`src/rtl/fetch_pkg.sv`:
```
// rtl/fetch_pkg.sv - shared types and constants for the instruction fetch front end
package fetch_pkg;

  typedef enum logic [1:0] {
    S_RUN   = 2'd0,
    S_WAIT  = 2'd1,
    S_DROP  = 2'd2,
    S_FAULT = 2'd3
  } fetch_state_t;

  localparam logic [31:0] NOP_INSTR = 32'h0000_0013;

  typedef struct packed {
    logic [31:0] pc;
    logic [31:0] instr;
  } fetch_entry_t;

  // Instruction targets must be word aligned
  function automatic logic is_misaligned(input logic [31:0] addr);
    return addr[1:0] != 2'b00;
  endfunction

endpackage

```
`src/rtl/fetch_fifo.sv`:
```
// rtl/fetch_fifo.sv - small synchronous prefetch FIFO with push/pop/flush
module fetch_fifo #(
  parameter int DEPTH = 2,
  parameter int WIDTH = 64,
  localparam int AW = $clog2(DEPTH),
  localparam int CW = AW + 1
) (
  input  logic             clk,
  input  logic             rst_n,
  input  logic             push,
  input  logic [WIDTH-1:0] push_data,
  input  logic             pop,
  input  logic             flush,
  output logic [CW-1:0]    count,
  output logic [WIDTH-1:0] head
);

  logic [WIDTH-1:0] mem [DEPTH];
  logic [AW-1:0]    wr_ptr;
  logic [AW-1:0]    rd_ptr;
  logic             push_ok;
  logic             pop_ok;

  // Pop on empty is ignored; push on full is blocked defensively
  assign push_ok = push && (count != CW'(DEPTH)) && !flush;
  assign pop_ok  = pop && (count != '0) && !flush;
  assign head    = mem[rd_ptr];

  // Storage array, written only on an accepted push
  always_ff @(posedge clk) begin
    if (push_ok) begin
      mem[wr_ptr] <= push_data;
    end
  end

  // Pointer and occupancy tracking; flush discards everything at once
  always_ff @(posedge clk or negedge rst_n) begin
    if (!rst_n) begin
      wr_ptr <= '0;
      rd_ptr <= '0;
      count  <= '0;
    end else if (flush) begin
      wr_ptr <= '0;
      rd_ptr <= '0;
      count  <= '0;
    end else begin
      if (push_ok) begin
        wr_ptr <= wr_ptr + AW'(1);
      end
      if (pop_ok) begin
        rd_ptr <= rd_ptr + AW'(1);
      end
      count <= count + CW'(push_ok) - CW'(pop_ok);
    end
  end

endmodule

```
`src/rtl/fetch_unit.sv`:
```
// rtl/fetch_unit.sv - rv32i fetch front end; optional FETCH_PERF_EN adds perf counters
module fetch_unit
  import fetch_pkg::*;
#(
  parameter logic [31:0] RESET_PC   = 32'h0000_0000,
  parameter int          FIFO_DEPTH = 2
) (
  input  logic        i_clk,
  input  logic        i_rst_n,
  output logic        o_imem_req,
  output logic [31:0] o_imem_addr,
  input  logic        i_imem_ack,
  input  logic [31:0] i_imem_rdata,
  output logic        o_valid,
  output logic [31:0] o_opcode,
  output logic [31:0] o_pc,
  input  logic        i_ready,
  input  logic        i_redirect,
  input  logic [31:0] i_redirect_addr,
`ifdef FETCH_PERF_EN
  output logic [31:0] o_perf_fetched,
  output logic [31:0] o_perf_stall,
`endif
  output logic        o_fetch_fault
);

  localparam int CW = $clog2(FIFO_DEPTH) + 1;
  localparam logic [CW-1:0] DEPTH_C = CW'(FIFO_DEPTH);

  fetch_state_t  state, state_n;
  logic [31:0]   fetch_pc, fetch_pc_n;
  logic [31:0]   addr_q, addr_n;
  logic          fault_q, fault_n;
  logic          push, pop, flush;
  logic [CW-1:0] fifo_count;
  logic [CW-1:0] post_count;
  fetch_entry_t  fifo_head;
  fetch_entry_t  push_entry;

  assign push_entry = '{pc: fetch_pc, instr: i_imem_rdata};

  fetch_fifo #(
    .DEPTH (FIFO_DEPTH),
    .WIDTH ($bits(fetch_entry_t))
  ) u_fifo (
    .clk       (i_clk),
    .rst_n     (i_rst_n),
    .push      (push),
    .push_data (push_entry),
    .pop       (pop),
    .flush     (flush),
    .count     (fifo_count),
    .head      (fifo_head)
  );

  // Head presentation: NOP and zero PC whenever nothing is buffered
  always_comb begin
    o_valid  = fifo_count != '0;
    o_opcode = o_valid ? fifo_head.instr : NOP_INSTR;
    o_pc     = o_valid ? fifo_head.pc : 32'h0;
  end

  assign o_imem_req    = (state == S_WAIT) || (state == S_DROP);
  assign o_imem_addr   = addr_q;
  assign o_fetch_fault = fault_q;

  // State register together with fetch PC, request address and fault flag
  always_ff @(posedge i_clk or negedge i_rst_n) begin
    if (!i_rst_n) begin
      state    <= S_RUN;
      fetch_pc <= RESET_PC;
      addr_q   <= RESET_PC;
      fault_q  <= 1'b0;
    end else begin
      state    <= state_n;
      fetch_pc <= fetch_pc_n;
      addr_q   <= addr_n;
      fault_q  <= fault_n;
    end
  end

  // Next-state, FIFO control and request address; redirect overrides everything
  always_comb begin
    state_n    = state;
    fetch_pc_n = fetch_pc;
    addr_n     = addr_q;
    fault_n    = fault_q;
    push       = 1'b0;
    flush      = 1'b0;
    pop        = o_valid && i_ready && !i_redirect;
    post_count = fifo_count + CW'(1) - CW'(pop);

    if (i_redirect) begin
      // Anything in the FIFO or arriving this cycle belongs to the old path
      flush      = 1'b1;
      pop        = 1'b0;
      fetch_pc_n = i_redirect_addr;
      fault_n    = is_misaligned(i_redirect_addr);
      if (o_imem_req && !i_imem_ack) begin
        // Memory still owes us a response; absorb it before moving on
        state_n = S_DROP;
      end else if (is_misaligned(i_redirect_addr)) begin
        state_n = S_FAULT;
      end else begin
        state_n = S_WAIT;
        addr_n  = i_redirect_addr;
      end
    end else begin
      case (state)
        S_RUN: begin
          if (fifo_count < DEPTH_C) begin
            state_n = S_WAIT;
            addr_n  = fetch_pc;
          end
        end
        S_WAIT: begin
          if (i_imem_ack) begin
            push       = 1'b1;
            fetch_pc_n = fetch_pc + 32'd4;
            if (post_count < DEPTH_C) begin
              addr_n = fetch_pc + 32'd4;
            end else begin
              state_n = S_RUN;
            end
          end
        end
        S_DROP: begin
          if (i_imem_ack) begin
            if (fault_q) begin
              state_n = S_FAULT;
            end else begin
              state_n = S_WAIT;
              addr_n  = fetch_pc;
            end
          end
        end
        S_FAULT: begin
          state_n = S_FAULT;
        end
        default: begin
          state_n = S_RUN;
        end
      endcase
    end
  end

`ifdef FETCH_PERF_EN
  // Performance counters: accepted fetches and downstream starvation cycles
  always_ff @(posedge i_clk or negedge i_rst_n) begin
    if (!i_rst_n) begin
      o_perf_fetched <= 32'h0;
      o_perf_stall   <= 32'h0;
    end else begin
      if (push) begin
        o_perf_fetched <= o_perf_fetched + 32'd1;
      end
      if (!o_valid && i_ready) begin
        o_perf_stall <= o_perf_stall + 32'd1;
      end
    end
  end
`endif

endmodule
```
`config.mk`:
```
export PLATFORM = sky130hd
export DESIGN_NAME = fetch_unit
export DESIGN_NICKNAME = d
export VERILOG_FILES = /design/src/rtl/fetch_pkg.sv /design/src/rtl/fetch_fifo.sv /design/src/rtl/fetch_unit.sv
export SDC_FILE = /design/constraint.sdc
export NUM_CORES = 1
export LEC_CHECK = 0
export CAP_MARGIN = 20
export CORE_ASPECT_RATIO = 0.8
export CORE_MARGIN = 5
export CORE_UTILIZATION = 37
export DETAILED_ROUTE_END_ITERATION = 10
export GPL_TIMING_DRIVEN = 0
export SLEW_MARGIN = 5
export SYNTH_ARGS = -nofsm -noshare
export SYNTH_HDL_FRONTEND = slang
export SYNTH_SLANG_ARGS = --single-unit
```
`constraint.sdc`:
```
create_clock -name i_clk -period 10.85 [get_ports i_clk]
set_input_delay 1.6275 -clock i_clk [delete_from_list [all_inputs] [get_ports i_clk]]
set_output_delay 1.6275 -clock i_clk [all_outputs]
set_load 0.05 [all_outputs]
```
=== Word-level counts from Yosys, hierarchy flattened ===
Memory sizes are Yosys's and may differ from the RTL's.
Index checks and enable logic that the tools add are counted.
W data, S select, Z words.

* Mux-type cells: 35
* Eq/ne operators: 12
* Reduce and logical (&&, ||, !) cells: 22
* Add/sub/neg operators: 7
* $lt $le $gt $ge: 2

{| class="wikitable"
|+ Operators with widths
! operator !! number
|-
| $mux W32 || 13
|-
| $pmux W32 S3 || 1
|-
| $add A32 B3 Y32 const B || 1
|-
| $mux W2 || 9
|-
| $ne A3 B3 Y1 const B || 5
|-
| $reduce_bool A2 Y1 || 6
|-
| $mux W1 || 11
|-
| $pmux W2 S4 || 1
|-
| $reduce_and A8 Y1 || 1
|-
| $logic_and A1 B1 Y1 || 7
|-
| $ne A2 B2 Y1 const B || 3
|-
| $eq A2 B2 Y1 const B || 2
|-
| $lt A2 B2 Y1 const B || 2
|-
| $reduce_and A4 Y1 || 1
|-
| $reduce_bool A4 Y1 || 1
|-
| $sub A2 B1 Y2 || 2
|-
| $logic_not A1 Y1 || 3
|-
| $ne A3 B2 Y1 const B || 1
|-
| $add A1 B1 Y1 const B || 2
|-
| $add A2 B1 Y2 || 1
|-
| $add A2 B1 Y2 const B || 1
|-
| $eq A2 B1 Y1 const B || 1
|-
| $logic_not A2 Y1 || 1
|-
| $reduce_and A2 Y1 || 1
|-
| $logic_or A1 B1 Y1 || 1
|}

* Input bits: 69
* Bits in registers: 71
* Memories: 1
* Logic and storage cells: 86
* RAM bits: 128

{| class="wikitable"
|+ Memories
! name !! words !! width !! read ports !! clocked after memory_dff !! wr ports !! line !! text
|-
| u_fifo.mem || 2 || 64 || 1 || 0 || 1 || fetch_fifo.sv:18 || <nowiki>logic [WIDTH-1:0] mem [DEPTH];</nowiki>
|}

=== Logic depth before layout (Yosys ltp) ===
* Depth in word-level cells: 9
* Depth in mapped cells: 10
* Depth with buffers taken out: 9

=== Hierarchy ===
Synthesis repeated with hierarchy kept, for this count alone.

* Cell total of the unflattened synthesis: 754
* Area, all modules: 9853.2 um^2

{| class="wikitable"
|+ Modules (own cells, without submodules)
! module !! times used !! seq. area each (um^2) !! area an instance (um^2) !! cells each
|-
| fetch_fifo || 1 || 3943.8 || 5044.8 || 222
|-
| fetch_unit || 1 || 1676.6 || 4808.4 || 532
|}

=== Least setup slack after synthesis ===
No wires, ideal clock.

* Kind: input-to-reg
* Start point: in i_redirect
* End point: mem u_fifo.mem[0][0], enable pin
* Arrival time: 4.976 ns
* Setup time: 0.487 ns
* Setup slack: 5.387 ns
* Cell stages on the path: 4
* Buffers on the path: 1
* Cells stage by stage: clkbuf_1 > nor2b_1 > nand3_1 > nor2_1

* Word-level cells in the longest chain between the ends: 5
* Elaborated cells between the ends (all ways): 7
* Classes of those cells: mux (4); reduce/logical (3)

{| class="wikitable"
|+ Ends and longest elaborated chain
! element !! line !! text
|-
| from (decl) || fetch_unit.sv:18 || <nowiki>input logic i_redirect,</nowiki>
|-
| $mux W1 || fetch_unit.sv:93 || <nowiki>if (i_redirect) begin</nowiki>
|-
| $logic_and A1 B1 Y1 / $logic_not A1 Y1 (equally long branches) || fetch_fifo.sv:25 || <nowiki>assign push_ok = push && (count != CW'(DEPTH)) && !flush;</nowiki>
|-
| $logic_and A1 B1 Y1 * || fetch_fifo.sv:25 ||
|-
| $mux W1 * || fetch_fifo.sv:31 || <nowiki>if (push_ok) begin</nowiki>
|-
| $mux W1 (implied by the code) * || fetch_fifo.sv:32 || <nowiki>mem[wr_ptr] <= push_data;</nowiki>
|-
| to (decl) || fetch_fifo.sv:18 ||
|}

Mark *: on every way between the ends. The rest lies on a longest branch, timed or not.

=== Worst setup path after layout ===
* Start point: reg u_fifo.rd_ptr
* End point: out o_pc[6]

* Word-level cells in the longest chain between the ends: 2

{| class="wikitable"
|+ Ends and longest elaborated chain
! element !! line !! text
|-
| from (decl) || fetch_fifo.sv:20 || <nowiki>logic [AW-1:0] rd_ptr;</nowiki>
|-
| from (signal assigned) || fetch_fifo.sv:51 || <nowiki>rd_ptr <= rd_ptr + AW'(1);</nowiki>
|-
| $mem_v2 Z2 W64 || - ||
|-
| $mux W32 || fetch_unit.sv:60 || <nowiki>o_pc = o_valid ? fifo_head.pc : 32'h0;</nowiki>
|-
| to (decl) || fetch_unit.sv:16 || <nowiki>output logic [31:0] o_pc,</nowiki>
|}

Every way passes these cells.

==> out/results.txt <==
Status = complete, no violations
Die height = 151 µm
Count leader, synth = edfxtp_1
Worst setup SP type = flip-flop
Avg Cell Area, Syn = 12.1 µm²
Overall Global Routing Usage = 18.0%
Worst r2r path cells = 8
Final setup viols = 0
Dpl hpwl = 18200 µm
Fin Clk Skew = 15.2 ps
RSZ-0062 raised after global routing = no
EDFF count, synth = 128
Crit path time final = 4860 ps
# fillers = 2220
Leak Pwr = 4.15 nW
Async SR Flop Fraction = 35.7%
I/O pins = 168
Post-DP Area = 11400 µm²
Post-synth top area cell = edfxtp_1
Cts repair resizes = 0
Worst slew pin tran = 935 ps
Routed WL = 25200 µm
Clock slew at reported path FFs = 70 ps
Vias/cell = 5.14
Grt ovf = 0
Critical path class = reg -> out
Worst reg2reg path endpoint = u_fifo.mem[1][44]$_DFFE_PP_
Diode count = 0
Pin count of the biggest net entering global routing = 40
Area Overhead vs Synth = 30.2%
Final hold vios = 0
Maximum vdd drop = 0.132 mV
Die width = 186 µm
Final Wtd Congestion = 0.854
Maximum buffer depth of the clock tree = 2
Final instance area = 12000 µm²
Syn Inst Count = 758
Synth Net Count = 836
Vias = 6580
Synth top area cells = edfxtp_1, dfrtp_1, mux2i_1, nor2_1, xnor2_1
Num Clock Sinks = 199
Post-synthesis sequential area ratio = 61.1%
Antenna violations before repair = 0
CP Data Arrival Time = 3230 ps
Netlist cell types = 57
CP cell instances = clkbuf_1 -> clkbuf_1 -> mux2i_1 -> nor2_1 -> clkdlybuf4s50_1
Aggregate negative setup slack = 0 ps
Fmax = 206 MHz
DR WL/cell = 19.7 µm
Number of global-route vias before repair = 6410
Post-CTS setup buffers = 0
Critical Path RT = 9220 ps
Htree depth = 4
DRC = 0
Non-Filler Instances = 1279
Die Area = 28100 µm²
Final worst slack = 5990 ps
Largest stage delay on the critical path = 840 ps
Overall Power = 0.00289 W
Pwr/cell area = 241 nW/µm²
CTS tree = built
Slew Limit Fails = 0
Layout cell share with drive strength beyond 1 = 8.53%
Initial core utilization = 37.6%
Root Buffer = clkbuf_16
Hold Startpoint = fetch_pc[0]$_DFFE_PN0P_
Worst path slowest cell = clkdlybuf4s50_1
Worst r2r src = state[1]$_DFFE_PN0P_
Place WS = 6300 ps
Worst Hold End = u_fifo.mem[1][32]$_DFFE_PP_
Share of the synthesized area in the top cell type = 41.8%
WHS Path Cells = 0
Core Area = 24400 µm²
Top post-synthesis cells by count = edfxtp_1, nor2_1, mux2i_1
Row Count = 51
Fin nets = 1026
YS warnings = 0
ANT nets after route = 0
CTS buffer count = 17
CP Max Fanout = 10
Slew HR = 37.7%
Skew-Pair Late Insertion Delay = 440 ps
Max-Cap Viols = 0
Final period util = 44.8%
Hold Path Class = reg -> reg
Port Buf Inserts = 166
Number of DRC markers in iteration 0 = 499
Most common cell on crit path = clkbuf_1
Cell Area, Synth = 9200 µm²
Setup slack, reg-to-reg = 7390 ps
Placed insts = 1247
Post-cts hold buffer count = 0
Ys flop type = edfxtp_1
Number of synthesized register bits = 199
Setup crit end kind = output port
DR pass1 iterations = 5
First-pass GRT wire length = 37900 µm
==> worst max path at each step <==
stage,end,startpoint
final,o_pc[6],u_fifo.rd_ptr$_DFFE_PN0P_
after global placement,u_fifo.mem[1][43]$_DFFE_PP_,i_imem_ack
after floorplan,u_fifo.mem[0][0]$_DFFE_PP_,i_redirect
after CTS,o_pc[28],u_fifo.rd_ptr$_DFFE_PN0P_
after detailed placement,u_fifo.count[1]$_DFF_PN0_,i_redirect
after global routing,o_pc[6],u_fifo.rd_ptr$_DFFE_PN0P_
==> logic make-up (layout without fill, tap and decap cells) <==
| group | after synthesis | in the layout | share of synthesized area, % |
|---|---|---|---|
| buffers and inverters | 57 | 260 | 2.56 |
| AO/OA/AOI/OAI | 104 | 104 | 7.04 |
| flip-flops | 199 | 199 | 61.1 |
| XOR/XNOR | 49 | 49 | 4.67 |
| AND/OR/NAND/NOR | 246 | 246 | 12.9 |
| adder cells (fa/ha/maj) | 9 | 9 | 1.22 |
| multiplexers | 94 | 94 | 10.5 |
==> report_power, final <==
part           switching [W]  leakage, nW  internal, W
registers          0.0000797         2.00     0.000929
clock network       0.000301        0.296     0.000350
logic               0.000820         1.85     0.000409
total                0.00120         4.15      0.00169
==> critical path, delay by kind of cell (launching register included) <==
family	cells	cell delay (ps)
DFF	1	340
and+or+nand+nor	1	180
muxes	1	170
buffers and inverters	3	2100
==> through the flow <==
stage	hold slack, ps	utilization, %
after floorplan	437	-
after global placement	446	46.1
after detailed placement	459	46.5
after CTS	473	49.0
after global routing	489	49.0
final	476	49.0
==> flip-flops by register name (all words and copies together) (netlist names) <==
register / cells
u_fifo.mem: 128
fetch_pc: 32
o_imem_addr: 32
state: 2
u_fifo.count: 2
o_fetch_fault: 1
u_fifo.rd_ptr: 1
u_fifo.wr_ptr: 1
==> layer usage <==
metal	up-vias	track usage [%]	share of wire (%)
met4	0	3.75	1.2
met2	216	27.6	45
met1	3198	26.1	48
met5	-	0	0
met3	21	4.39	6.2
li1	3145	-	-
==> layout make-up <==
class                   instances  area (µm²)  share of cell area [%]
flip-flops and latches        199        5620                    46.9
multi-input cells             502        3350                    28.0
repair buffers                171        1760                    14.7
clock buffers                  17         425                    3.55
well taps                     318         398                    3.32
plain buffers                  47         198                    1.65
clock inverters                15         179                    1.49
inverters                      10        37.5                   0.314
==> placed cells by master, fill, tap and decap left out, types with 7 or more instances in the layout <==
cell,count
a21oi_1,16
xnor2_1,29
mux2_2,21
buf_2,7
clkbuf_16,17
dfrtp_1,71
edfxtp_1,128
xor2_1,20
ha_1,9
clkdlybuf4s50_1,165
nand4_1,14
nand2_1,48
o21ai_0,48
nor2_1,91
clkbuf_1,32
inv_1,9
nor4_1,7
mux2i_1,73
o31ai_1,8
nor3_1,17
or3_1,7
nand3_1,26
(Power assumes the default switching activity.)
